===== config.mk =====
export PLATFORM = sky130hd
export DESIGN_NAME = neuron_layer_scheduler
export DESIGN_NICKNAME = d
export VERILOG_FILES = /design/src/rtl/neuron_sched_pkg.sv /design/src/rtl/neuron_sched_watchdog.sv /design/src/rtl/neuron_layer_scheduler.sv
export SDC_FILE = /design/constraint.sdc
export NUM_CORES = 1
export LEC_CHECK = 0
export ABC_AREA = 1
export ABC_CLOCK_PERIOD_IN_PS = 1800
export CAP_MARGIN = 10
export CORE_MARGIN = 2
export CORE_UTILIZATION = 43
export DETAILED_ROUTE_END_ITERATION = 10
export PLACE_DENSITY = 0.77
export SETUP_SLACK_MARGIN = 0.02
export SLEW_MARGIN = 20
export SYNTH_ARGS = -nofsm -noshare
export SYNTH_HDL_FRONTEND = slang
export SYNTH_SLANG_ARGS = --single-unit

===== constraint.sdc =====
create_clock -name clk -period 1.8 [get_ports clk]
set_input_delay 0.45 -clock clk [delete_from_list [all_inputs] [get_ports clk]]
set_output_delay 0.45 -clock clk [all_outputs]
set_load 0.05 [all_outputs]

===== src/rtl/neuron_sched_pkg.sv =====
// Shared types and constants for the neuron layer scheduler.
// The optional per-neuron watchdog is enabled by defining NEURON_SCHED_TIMEOUT_EN.
package neuron_sched_pkg;

    localparam int DATA_W = 8;

    typedef enum logic [2:0] {
        S_IDLE   = 3'd0,
        S_LAUNCH = 3'd1,
        S_WAIT   = 3'd2,
        S_STORE  = 3'd3,
        S_DONE   = 3'd4
    } sched_state_e;

    // Neuron index width; a single-neuron layer still gets a 1-bit index.
    function automatic int idx_width(input int n);
        if (n <= 1) begin
            return 1;
        end else begin
            return $clog2(n);
        end
    endfunction

endpackage


===== src/rtl/neuron_sched_watchdog.sv =====
// WAIT-cycle counter for one neuron evaluation; flags expiry on the
// TIMEOUT_CYCLES-th consecutive WAIT cycle. Used only with NEURON_SCHED_TIMEOUT_EN.
module neuron_sched_watchdog #(
    parameter int TIMEOUT_CYCLES = 64
) (
    input  logic clk,
    input  logic rst_n,
    input  logic clear_i,
    input  logic run_i,
    output logic expired_o
);

    localparam int CW = $clog2(TIMEOUT_CYCLES + 1);
    localparam logic [CW-1:0] LIMIT = CW'(TIMEOUT_CYCLES - 1);

    logic [CW-1:0] cnt_q;
    logic [CW-1:0] cnt_d;

    assign expired_o = run_i && (cnt_q == LIMIT);

    // Next count: restart on launch, advance while waiting, saturate at expiry.
    always_comb begin
        cnt_d = cnt_q;
        if (clear_i) begin
            cnt_d = '0;
        end else if (run_i && !expired_o) begin
            cnt_d = cnt_q + CW'(1);
        end else begin
            cnt_d = cnt_q;
        end
    end

    // Counter register.
    always_ff @(posedge clk or negedge rst_n) begin
        if (!rst_n) begin
            cnt_q <= '0;
        end else begin
            cnt_q <= cnt_d;
        end
    end

endmodule


===== src/rtl/neuron_layer_scheduler.sv =====
// Time-multiplexes one neuron datapath across NEURON_COUNT logical neurons.
// Define NEURON_SCHED_TIMEOUT_EN to add the per-neuron watchdog and timeout_err.
module neuron_layer_scheduler
    import neuron_sched_pkg::*;
#(
    parameter int NEURON_COUNT   = 4,
    parameter int INPUT_COUNT    = 8,
    parameter int TIMEOUT_CYCLES = 64
) (
    input  logic                                  clk,
    input  logic                                  rst_n,
    input  logic                                  layer_start,
    input  logic [INPUT_COUNT*8-1:0]              layer_inputs,
    input  logic [NEURON_COUNT*INPUT_COUNT*8-1:0] layer_weights,
    output logic [INPUT_COUNT*8-1:0]              nrn_inputs,
    output logic [INPUT_COUNT*8-1:0]              nrn_weights,
    output logic                                  nrn_start,
    input  logic [7:0]                            nrn_out,
    input  logic                                  nrn_ready,
    output logic [NEURON_COUNT*8-1:0]             layer_out,
    output logic                                  layer_done,
    output logic                                  busy,
    output logic                                  timeout_err
);

    localparam int IW = idx_width(NEURON_COUNT);
    localparam int VW = INPUT_COUNT * DATA_W;
    localparam int LW = NEURON_COUNT * VW;
    localparam logic [IW-1:0] LAST_IDX = IW'(NEURON_COUNT - 1);

    sched_state_e                     state_q, state_d;
    logic [IW-1:0]                    idx_q, idx_d;
    logic [VW-1:0]                    inputs_q, inputs_d;
    logic [LW-1:0]                    weights_q, weights_d;
    logic [NEURON_COUNT*DATA_W-1:0]   layer_out_q, layer_out_d;
    logic                             blank_q, blank_d;
    logic                             nrn_start_q;
    logic                             busy_q;
    logic                             done_q;
    logic                             wd_expired_s;
    logic                             accept_s;

    assign accept_s    = (state_q == S_IDLE) && layer_start;
    assign nrn_inputs  = inputs_q;
    assign nrn_weights = weights_q[idx_q*VW +: VW];
    assign nrn_start   = nrn_start_q;
    assign layer_out   = layer_out_q;
    assign layer_done  = done_q;
    assign busy        = busy_q;

`ifdef NEURON_SCHED_TIMEOUT_EN
    logic err_q;

    neuron_sched_watchdog #(
        .TIMEOUT_CYCLES(TIMEOUT_CYCLES)
    ) u_watchdog (
        .clk      (clk),
        .rst_n    (rst_n),
        .clear_i  (state_q == S_LAUNCH),
        .run_i    (state_q == S_WAIT),
        .expired_o(wd_expired_s)
    );

    // Sticky timeout flag, cleared when a new layer is accepted.
    always_ff @(posedge clk or negedge rst_n) begin
        if (!rst_n) begin
            err_q <= 1'b0;
        end else if (accept_s) begin
            err_q <= 1'b0;
        end else if (wd_expired_s && !(blank_q && nrn_ready)) begin
            err_q <= 1'b1;
        end else begin
            err_q <= err_q;
        end
    end

    assign timeout_err = err_q;
`else
    assign wd_expired_s = 1'b0;
    assign timeout_err  = 1'b0;
`endif

    // Next-state, snapshot capture and activation collection.
    always_comb begin
        state_d     = state_q;
        idx_d       = idx_q;
        inputs_d    = inputs_q;
        weights_d   = weights_q;
        layer_out_d = layer_out_q;
        blank_d     = blank_q;
        case (state_q)
            S_IDLE: begin
                if (layer_start) begin
                    inputs_d  = layer_inputs;
                    weights_d = layer_weights;
                    idx_d     = '0;
                    state_d   = S_LAUNCH;
                end else begin
                    state_d = S_IDLE;
                end
            end
            S_LAUNCH: begin
                blank_d = 1'b0;
                state_d = S_WAIT;
            end
            S_WAIT: begin
                // The first WAIT cycle may still see the previous neuron's ready.
                blank_d = 1'b1;
                if (blank_q && nrn_ready) begin
                    state_d = S_STORE;
                end else if (wd_expired_s) begin
                    layer_out_d[idx_q*DATA_W +: DATA_W] = 8'h00;
                    if (idx_q == LAST_IDX) begin
                        state_d = S_DONE;
                    end else begin
                        idx_d   = idx_q + IW'(1);
                        state_d = S_LAUNCH;
                    end
                end else begin
                    state_d = S_WAIT;
                end
            end
            S_STORE: begin
                layer_out_d[idx_q*DATA_W +: DATA_W] = nrn_out;
                if (idx_q == LAST_IDX) begin
                    state_d = S_DONE;
                end else begin
                    idx_d   = idx_q + IW'(1);
                    state_d = S_LAUNCH;
                end
            end
            S_DONE: begin
                state_d = S_IDLE;
            end
            default: begin
                state_d = S_IDLE;
            end
        endcase
    end

    // State, snapshot and registered-output update.
    always_ff @(posedge clk or negedge rst_n) begin
        if (!rst_n) begin
            state_q     <= S_IDLE;
            idx_q       <= '0;
            inputs_q    <= '0;
            weights_q   <= '0;
            layer_out_q <= '0;
            blank_q     <= 1'b0;
            nrn_start_q <= 1'b0;
            busy_q      <= 1'b0;
            done_q      <= 1'b0;
        end else begin
            state_q     <= state_d;
            idx_q       <= idx_d;
            inputs_q    <= inputs_d;
            weights_q   <= weights_d;
            layer_out_q <= layer_out_d;
            blank_q     <= blank_d;
            nrn_start_q <= (state_d == S_LAUNCH);
            busy_q      <= (state_d != S_IDLE);
            done_q      <= (state_d == S_DONE);
        end
    end

endmodule


Word level (Yosys, flattened, before mapping)
Index checks and enable logic that the tools add are counted.

Register bits after elaboration: 361. Bits of input ports: 332.

Add/subtract/negate cells: 2. Equal/unequal tests: 8. Shifts and indexed selects: 3. Multiplexer cells: 9. Reductions and logical operators: 7.

Operators with widths (number): $shiftx A256 B9 Y64 (1); $neg A5 Y34 (1); $shift A8 B34 Y32 const A (1); $shiftx A8 B34 Y32 (1); $bwmux W32 (1); $pmux W3 S4 (1); $eq A3 B1 Y1 const B (2); $eq A3 B2 Y1 const B (2); $mux W2 (2); $ne A2 B2 Y1 const B (2); $pmux W2 S2 (1); $reduce_bool A2 Y1 (2); $eq A3 B3 Y1 const B (1); $logic_not A3 Y1 (1); $mux W3 (1); $reduce_and A3 Y1 (1); $reduce_bool A3 Y1 (1); $add A2 B1 Y2 const B (1); $eq A2 B2 Y1 const B (1); $mux W1 (2); $pmux W1 S2 (1); $reduce_and A2 Y1 (1); $logic_and A1 B1 Y1 (1).

Depth between registers and ports, before layout
Gate-level depths: netlist of run 1.

Depth in word-level cells: 4. Mapped depth: 10.

Worst setup path before layout of run 1
OpenSTA, ideal clock, no wires.

Kind: reg-to-output. Start: register idx_q[0]. End: output port nrn_weights[8]. Data arrival time: 1.948 ns. Setup slack: -0.598 ns. Cell stages (with the launch flop): 5. Path through: dfrtp_1 buf_4 buf_2 nor2_1 o21ai_0.

Cells in the longest elaborated chain, start to end: 1.

RTL lines: from (decl) (RTL line neuron_layer_scheduler.sv:32) `logic [IW-1:0] idx_q, idx_d;`; from (signal assigned) (RTL line neuron_layer_scheduler.sv:155) `idx_q <= idx_d;`; $shiftx A256 B9 Y64 (RTL line neuron_layer_scheduler.sv:45) `assign nrn_weights = weights_q[idx_q*VW +: VW];`; to (decl) (RTL line neuron_layer_scheduler.sv:16) `output logic [INPUT_COUNT*8-1:0] nrn_weights,`.

Every way passes these cells.

Worst setup path after layout of run 1
Start: register idx_q[0]. End: output port nrn_weights[7].

The elaborated chain is that of the path after synthesis.

==> run summary, run 1 <==
Final #Nets: 2811
share of layout cells above drive strength 1: 24.1%
Critical Path Sink Type: output port
sequential element share of the synthesized area: 55.0%
core area: 37700 um2
Max Fclk: 407 MHz
first-pass GRT wire length: 79700 um
final wirelength: 52300 um
Cell Pwr Density: 1940 nW/um2
max cap viols: 0
Layout area overhead: 56.5%
Critical Path Source Type: register
GRT met2 Usage: 43.8%
final worst slack: -0.657 ns
Die Ht: 199 um
Pwr Total: 49.9 mW
peak supply drop: 1510 uV
internal reg-to-reg setup slack: -0.03 ns
Min Hold Slack: 0.414 ns
I/O Pins: 496
row cnt: 71
Setup violations, final: 66
post-synth net total: 2258
busiest metal layer after global routing: met2
failing checks: setup timing
Synth cell types: 20
Yosys reg bits: 361
Post-DP Area: 23900 um2
R2R Path Start: idx_q[0]
r2r endpoint: layer_out[20]
drt pass-1 iters: 6
HP Class: input pin to async pin
LEAKAGE: 12.5 nW
Hold Fails Final Rpt: 0
Routability Congestion: 0.916
die span in x: 199 um
P_int: 28.0 mW
CTS tree: yes
period utilization: 136%
Vias: 15100
combinational share of power: 54.9%
met3 Use GR: 7.48%
clock latency on the worst-skew pair: 0.56 ns
Mean Syn Cell Area: 8.55 um2
Port Buf Inserts: 494
Sw Share: 43.8%
initial antenna violation count: 7
Num CTS Buffers: 42
Syn Std Cell Area: 16400 um2
Post-Syn Instances: 1921
DRC violations left: 0
die area: 39800 um2
Worst Clk Skew: 0.00959 ns
power share of the clock group: 16.6%
crit path to: nrn_weights[7]
Critical Path RT: 1.35 ns
sequential power share: 28.5%
Worst Reg-to-Reg Cells: 7
synth warn: 0
vias in the first global route: 15000
Final Cell Area: 25700 um2
Root Buffer: clkbuf_16
Sum Neg Setup Slack: -37.91 ns
Initial Utilization: 43.6%
GR Util All Layers: 25.9%
total grt overflow: 0
critical-path maximum fanout: 20
Net Sw Power: 21.9 mW
commonest non-fill, non-tap cells in the layout: nand2_1 (387), dfrtp_1 (359), inv_1 (331)
fin util: 68.3%
outcome: complete, but fails checks
largest net degree at the start of global routing: 60
Slew headroom: 60.8%
crit path launch: idx_q[0]
kind of critical path: register to output port
Iter 0 DRT Violations: 956
fin crit period: 2.46 ns
clk buf depth: 3
Slew Viols, Final: 0
hpwl dp: 37300 um
Avg WL per Cell: 17.3 um
vias per std cell: 4.99
Worst Path Arrival: 2.01 ns
fillers: 2830
RSZ-0062 raised after global routing: yes
ANT nets after route: 0
worst slew pin tran: 0.586 ns
Clock Sinks: 361
GR Util met1: 30.9%
H-tree levels: 2
Clk pin slew, worst setup/hold paths: 0.06 ns
leading cell type in the layout, fill and taps excluded: nand2_1
## worst max-delay path: stages, from the launching register on
cell and delay, ns:
dfrtp_4 0.54, inv_12 0.10, buf_16 0.18, o21ai_0 0.32, o22ai_4 0.13, buf_12 0.17
## synthesized netlist by cell type
cell type | count | share of area [%]
nor2_2 | 4 | 0.15
ha_1 | 5 | 0.38
buf_2 | 21 | 0.64
o21ai_1 | 57 | 1.7
a21oi_1 | 2 | 0.061
clkinv_1 | 2 | 0.046
nor3_1 | 7 | 0.21
nand3_2 | 1 | 0.061
buf_6 | 36 | 2.5
o21ai_0 | 307 | 9.4
dfrtp_1 | 361 | 55
conb_1 | 1 | 0.023
nand2_1 | 392 | 9.0
o22ai_1 | 63 | 2.4
clkbuf_1 | 56 | 1.3
nor2_1 | 137 | 3.1
nand3_1 | 28 | 0.85
o21ai_2 | 100 | 5.3
inv_1 | 335 | 7.7
buf_4 | 6 | 0.27
## layer usage
metal	wire [um]	vias up	part of all wire (%)
met1	19900	7138	38
met4	1840	6	3.5
met3	4810	124	9.2
met5	36	-	0.069
met2	25700	631	49
li1	-	7163	-
## through the flow
stage / instances / setup slack (ns)
3_5_place_dp: 2932 / -0.219
5_1_grt: 3017 / -0.710
3_3_place_gp: 2932 / -0.191
6_report: 3019 / -0.657
4_1_cts: 3008 / -0.690
2_1_floorplan: 1921 / -0.0375
## state kept, by name, indices dropped and copies added (netlist names)
signal / flops
busy: 1
state_q: 3
blank_q: 1
layer_out: 32
nrn_start: 1
weights_q: 256
layer_done: 1
nrn_inputs: 64
idx_q: 2
## what timing repair did
item,CTS,global route
hold buffers,1,0
resized for setup,90,119
buffers inserted,1,4
hold endpoints to repair,33,0
endpoints found under the setup margin,97,100
pin swaps,2,4
gates cloned,1,2
## cell families (layout without fill, tap and decap cells)
logic type | after synthesis | after routing | synth area share [%]
compound gates | 529 | 529 | 18.9
fa+ha+maj | 5 | 5 | 0.381
buf+inv | 456 | 1037 | 12.4
flops | 361 | 361 | 55.0
other cells | 1 | 6 | 0.0228
simple gates | 569 | 570 | 13.4
## power groups by stage
stage | clock (mW) | combinational, mW | sequential, mW
finish | 8.27 | 27.4 | 14.3
global route | 8.76 | 29.2 | 14.6
CTS | 8.45 | 27.2 | 14.1
detailed placement | 0 | 26.7 | 14.0
global placement | 0 | 26.2 | 13.9
floorplan | 0 | 13.3 | 16.8
## worst min-delay path by stage
| stage | endpoint | slack [ns] | start |
|---|---|---|---|
| after floorplan | blank_q | 0.15 | rst_n |
| after global placement | weights_q[71] | 0.39 | rst_n |
| after detailed placement | weights_q[71] | 0.39 | rst_n |
| after CTS | weights_q[201] | 0.40 | rst_n |
| after global routing | weights_q[201] | 0.43 | rst_n |
| final | weights_q[201] | 0.41 | rst_n |
## area by class of cell
class                   instances  area, um2  share of cell area, %
inverters                     337       1280                   4.98
clock buffers                  65       1260                   4.91
diodes                          5       12.5                 0.0487
multi-input cells            1105       6580                   25.6
clock inverters                 8       71.3                  0.277
repair buffers                627       6820                   26.5
well taps                     511        639                   2.49
flip-flops and latches        361       9040                   35.2
(Power assumes the default switching activity.)
==> run 2, diff against run 1 <==
--- a/config.mk
+++ b/config.mk
@@ -8,7 +8,6 @@
 export ABC_AREA = 1
 export ABC_CLOCK_PERIOD_IN_PS = 1800
 export CAP_MARGIN = 10
-export CORE_MARGIN = 2
 export CORE_UTILIZATION = 43
 export DETAILED_ROUTE_END_ITERATION = 10
 export PLACE_DENSITY = 0.77
==> run summary, run 2 (synthesized netlist as in run 1, its figures left out) <==
vias in the first global route: 15200
total grt overflow: 0
Iter 0 DRT Violations: 967
kind of critical path: register to output port
fin util: 70.0%
Non-Filler Instances: 3016
Routability Congestion: 0.938
H-tree levels: 2
Slew headroom: 64.0%
max cap viols: 0
Critical Path Source Type: register
I/O Pins: 496
die area: 39000 um2
period utilization: 134%
failing checks: setup timing
core area: 37700 um2
initial antenna violation count: 10
Largest register FFs: 256
CTS tree: yes
Port Buf Inserts: 494
HP Class: input pin to register
Critical Path RT: 1.35 ns
Max Fclk: 416 MHz
Final Cell Area: 26400 um2
dpl ws: -0.188 ns
critical path's most frequent cell: buf_12
Cell Pwr Density: 1930 nW/um2
leading cell type in the layout, fill and taps excluded: nand2_1
Initial Utilization: 43.6%
Post-DP Area: 23700 um2
commonest non-fill, non-tap cells in the layout: nand2_1 (390), dfrtp_1 (359), inv_1 (333)
Hold Fails Final Rpt: 0
die span in x: 197 um
Sum Neg Setup Slack: -43.57 ns
Critical Path Sink Type: output port
RSZ-0062 raised after global routing: yes
Clock Sinks: 361
fin crit period: 2.40 ns
Min Hold Slack: 0.456 ns
Slew Viols, Final: 0
Worst Path Arrival: 1.95 ns
CP cell instances: buf_12, clkinv_16, clkbuf_16, o21ai_1, o22ai_4, buf_12
LEAKAGE: 12.7 nW
Top reg by flops: weights_q
Setup violations, final: 96
final worst slack: -0.604 ns
CP peak stage delay: 0.47 ns
ANT nets after route: 0
GR Util All Layers: 26.4%
Worst path slowest cell: dfrtp_4
largest net degree at the start of global routing: 56
first-pass GRT wire length: 80500 um
worst slew pin tran: 0.540 ns
Avg WL per Cell: 18.5 um
Worst Clk Skew: 0.00986 ns
peak supply drop: 1530 uV
DRC violations left: 0
final wirelength: 55800 um
hpwl dp: 37100 um
Layout area overhead: 60.4%
outcome: complete, but fails checks
Die Ht: 197 um
vias per std cell: 5.08
Final #Nets: 2810
drt pass-1 iters: 7
clock latency on the worst-skew pair: 0.53 ns
DP Cell Count: 2913
row cnt: 71
Pwr Total: 50.9 mW
share of layout cells above drive strength 1: 27.6%
Clk pin slew, worst setup/hold paths: 0.06 ns
Num CTS Buffers: 40
Root Buffer: clkbuf_16
Vias: 15300
critical-path maximum fanout: 7
clk buf depth: 3
-- run 2: changes by cell type in the layout (fill, tap and decap cells not counted), moves of 4 or more --
cell       previous run  this run
nor2_4                9        27
o21ai_2             116       159
nor3_4                6         2
nor2_2               36        57
nor2_1               97        58
buf_4               191       172
o21ai_1             147        99
clkbuf_1             14         7
clkbuf_16            46        55
o21ai_4               2         9
clkbuf_8              6        12
-- run 2: worst max-delay path: cells and delay by family (launching register included) --
family                 cells  cell delay, ns
AO/OA/AOI/OAI              2            0.31
buffers and inverters      4            0.63
flip-flops                 1            0.47
-- run 2: cell type report --
| class | instances | area (um2) |
|---|---|---|
| Antenna cell | 5 | 12.5 |
| Clock buffer | 60 | 1220 |
| Clock inverter | 9 | 55.1 |
| Fill cell | 2695 | 11300 |
| Inverter | 337 | 1300 |
| Multi-Input combinational cell | 1105 | 6950 |
| Sequential cell | 361 | 9040 |
| Tap cell | 511 | 639 |
| Timing Repair Buffer | 626 | 7110 |
| Timing Repair inverter | 2 | 32.5 |
-- run 2: timing repair --
action                                  in CTS  in global routing
endpoints found under the setup margin      91                 97
hold buffers                                 1                  0
cloned                                       2                 21
endpoints found under the hold margin       32                  0
pin swaps                                    4                 22
resized for setup                           91                246
setup buffers                                0                  5
-- run 2: report_power, final --
group | switching, mW | total, mW | internal (mW) | leakage [nW]
Combinational | 16.7 | 28.4 | 11.7 | 7.65
Clock | 3.27 | 7.93 | 4.66 | 0.632
Sequential | 2.64 | 14.5 | 11.9 | 4.44
-- run 2: path summary, 6_finish.rpt --
path | startpoint | endpoint | slack (ns) | cells after the start
setup / recovery | idx_q[0] | nrn_weights[10] | -0.60 | 6
hold / removal | layer_inputs[7] | nrn_inputs[7] | 0.46 | 3
setup reg to reg | idx_q[0] | layer_out[19] | -0.36 | 8
hold reg to reg | blank_q | blank_q | 0.47 | 2
max in group asynchronous | rst_n | nrn_inputs[21] | 0.69 | 3
min in group asynchronous | rst_n | layer_out[0] | 0.48 | 2
-- run 2: metal layers --
metal	routed length (um)	track usage (%)	share of wire [%]	vias up
met2	27600	44.7	49	636
li1	-	-	-	7157
met1	21400	31.6	38	7392
met3	4640	7.26	8.3	138
met5	55	0	0.099	-
met4	2100	10.9	3.8	8
==> variant: new RTL, config.mk and constraints of run 1 <==
One comparison of `idx_q` changes from == to >=.
--- a/src/rtl/neuron_layer_scheduler.sv
+++ b/src/rtl/neuron_layer_scheduler.sv
@@ -122,7 +122,7 @@
             end
             S_STORE: begin
                 layer_out_d[idx_q*DATA_W +: DATA_W] = nrn_out;
-                if (idx_q == LAST_IDX) begin
+                if (idx_q >= LAST_IDX) begin
                     state_d = S_DONE;
                 end else begin
                     idx_d   = idx_q + IW'(1);
Function: same outputs for any inputs over 4 cycles, from zero or initial values and one cycle with rst_n low; that may be too few to reach the edited logic, so the function may still have changed.
==> variant against run 1 <==
  * The run still ends with setup timing left
  * Wire length rose by 4.3%
  * Critical path depth stayed put
  * Synthesized cell count stayed put
  * Total power down 0.69%
  * Worst setup slack got worse by 0.016 ns
  * Design area shrank 2.2%
  * Die area down 1.7%
  * Sequential cell count unchanged
  * Clock skew grew 0.0077 ns
  * Maximum frequency shrank 0.63%
  * Area after synthesis is 1.8% lower
==> variant: results (changes against run 1) <==
metric;value;unit;change
dr.first_iter.drc_count;1010;;was 956
fin_skew;0.0173;ns;was 0.00959 ns
cp_max_fo;27;;was 20
yosysWarnings;0;;unchanged
setup_ws;-0.672;ns;was -0.657 ns
syn-num-nets;2258;;unchanged
synthDistinctLibCells;21;;was 20
ys_dominant_reg_cell;dfrtp_1;;unchanged
clock_latency;0.55;ns;
clkSlewWorstSetupHoldPaths;0.06;ns;about the same
yosys-top-cells-count;nand2_1 (374), dfrtp_1 (361), o21ai_1 (336);;was nand2_1 (392), dfrtp_1 (361), inv_1 (335)
root_buffer;clkbuf_16;;unchanged
placed_area;0.0236;mm²;was 0.0239 mm²
synthCells;1921;;unchanged
async_flop_share;100;%;unchanged
drive_gt1_share;19.8;%;was 24.1%
nFillCells;2721;;was 2,830
fin_cells;2970;;was 3,019
port_buffers;494;;unchanged
setup_violations;79;;was 66
gp_congestion;0.889;;was 0.916
largest_register_ffs;256;;unchanged
p_leak;12.3;nW;was 12.5 nW
p_sw_share;43.8;%;about the same
grt_max_degree;58;;was 60
fin_util;68.3;%;about the same
dp.cells;2892;;was 2,932
cts_buffer_depth;3;;unchanged
status;complete, but fails checks;;unchanged
synth.top_cells.by_area;dfrtp_1 (56%), o21ai_1 (10%), nand2_1 (8.7%);;was dfrtp_1 (55%), o21ai_0 (9.4%), nand2_1 (9.0%)
numCtsBuffers;40;;was 42
dr.pass1.iters;6;;unchanged
top_register;weights_q;;unchanged
worstPathArrival;2.02;ns;
grt_pass1_wl;84800;µm;was 79,700 µm
vias_per_cell;5.09;;was 4.99
place_hpwl;39200;µm;was 37,300 µm
peakVddDrop;1300;µV;was 1510 µV
grt_pass1_vias;15500;;was 15,000
grt_antenna_before_repair;5;;was 7
routed_wirelength;54600;µm;was 52,300 µm
dp_slack;-0.146;ns;was -0.219 ns
final_nets;2807;;was 2,811
violations;setup timing;;unchanged
ctsHtreeMaxLevel;2;;unchanged
hp-class;input port to asynchronous set/reset pin;;unchanged
setup-tns-final;-38.91;ns;was -37.91 ns
ys_seq_area_share;56.0;%;was 55.0%
grt_util_all_layers;28.0;%;was 25.9%
variant: changes by cell type after synthesis, moves of 7 or more:
cell      delta
o21ai_1    +279
nor3_1       -7
nand2_2     +19
clkbuf_1    -13
nor3_2       +7
o21ai_0    -179
buf_1       +14
nand2_1     -18
o21ai_2    -100
variant: logic make-up (layout without fill, tap and decap cells):
group           after synthesis  after routing  synth area share (%)
other cells                   1              5                0.0232
fa+ha+maj                     5              5                 0.388
flops                       361            361                  56.0
simple gates                569            569                  14.2
buf+inv                     457           1034                  12.5
compound gates              528            528                  16.9
variant: path summary, 6_finish.rpt:
path,start,to,slack [ns],cells after the start
setup reg to reg,idx_q[0]$_DFFE_PN0P_,layer_out[7]$_DFFE_PN0P_,-0.09,6
hold / removal,rst_n,idx_q[1]$_DFFE_PN0P_,0.42,2
hold reg to reg,blank_q$_DFFE_PN0N_,blank_q$_DFFE_PN0N_,0.48,2
min in group clk,layer_weights[255],weights_q[255]$_DFFE_PN0N_,0.44,3
setup / recovery,idx_q[0]$_DFFE_PN0P_,nrn_weights[44],-0.67,5
max in group asynchronous,rst_n,weights_q[73]$_DFFE_PN0N_,0.73,3
variant: area by class of cell:
cell class	count	share of cell area, %
Sequential cell	361	36.0
Multi-Input combinational cell	1103	24.2
Clock buffer	56	4.71
Inverter	336	5.04
Clock inverter	14	0.637
Tap cell	468	2.33
Antenna cell	4	0.0398
Timing Repair Buffer	628	27.1
variant: what timing repair did:
action / 4_1_cts / 5_1_grt
hold buffers: 1 / 0
endpoints found under the hold margin: 23 / 0
pin swaps: 1 / 1
gates resized for setup: 75 / 34
setup buffers: 1 / 0
setup endpoints to repair: 88 / 96
gates cloned: 1 / 1
variant: per-layer routing:
| layer | vias up | routed length [µm] | global-route usage (%) |
|---|---|---|---|
| li1 | 7159 | - | - |
| met1 | 7180 | 21100 | 34.6 |
| met2 | 652 | 27100 | 47.5 |
| met3 | 134 | 4000 | 5.71 |
| met4 | 0 | 2420 | 12.6 |
| met5 | - | 0 | 0 |
variant: critical path, stage by stage, from the launching register on:
cell     delay (ns)
dfrtp_4        0.56
buf_4          0.19
buf_16         0.19
nor2_2         0.23
o22ai_4        0.12
buf_12         0.16
variant: power by group through the flow:
| stage | Combinational (mW) | Clock, mW | Sequential [mW] |
|---|---|---|---|
| floorplan | 13.1 | 0 | 16.8 |
| global placement | 26.1 | 0 | 14.0 |
| detailed placement | 26.6 | 0 | 14.1 |
| CTS | 27.0 | 8.49 | 14.2 |
| global route | 28.6 | 8.81 | 14.7 |
| finish | 26.9 | 8.35 | 14.3 |
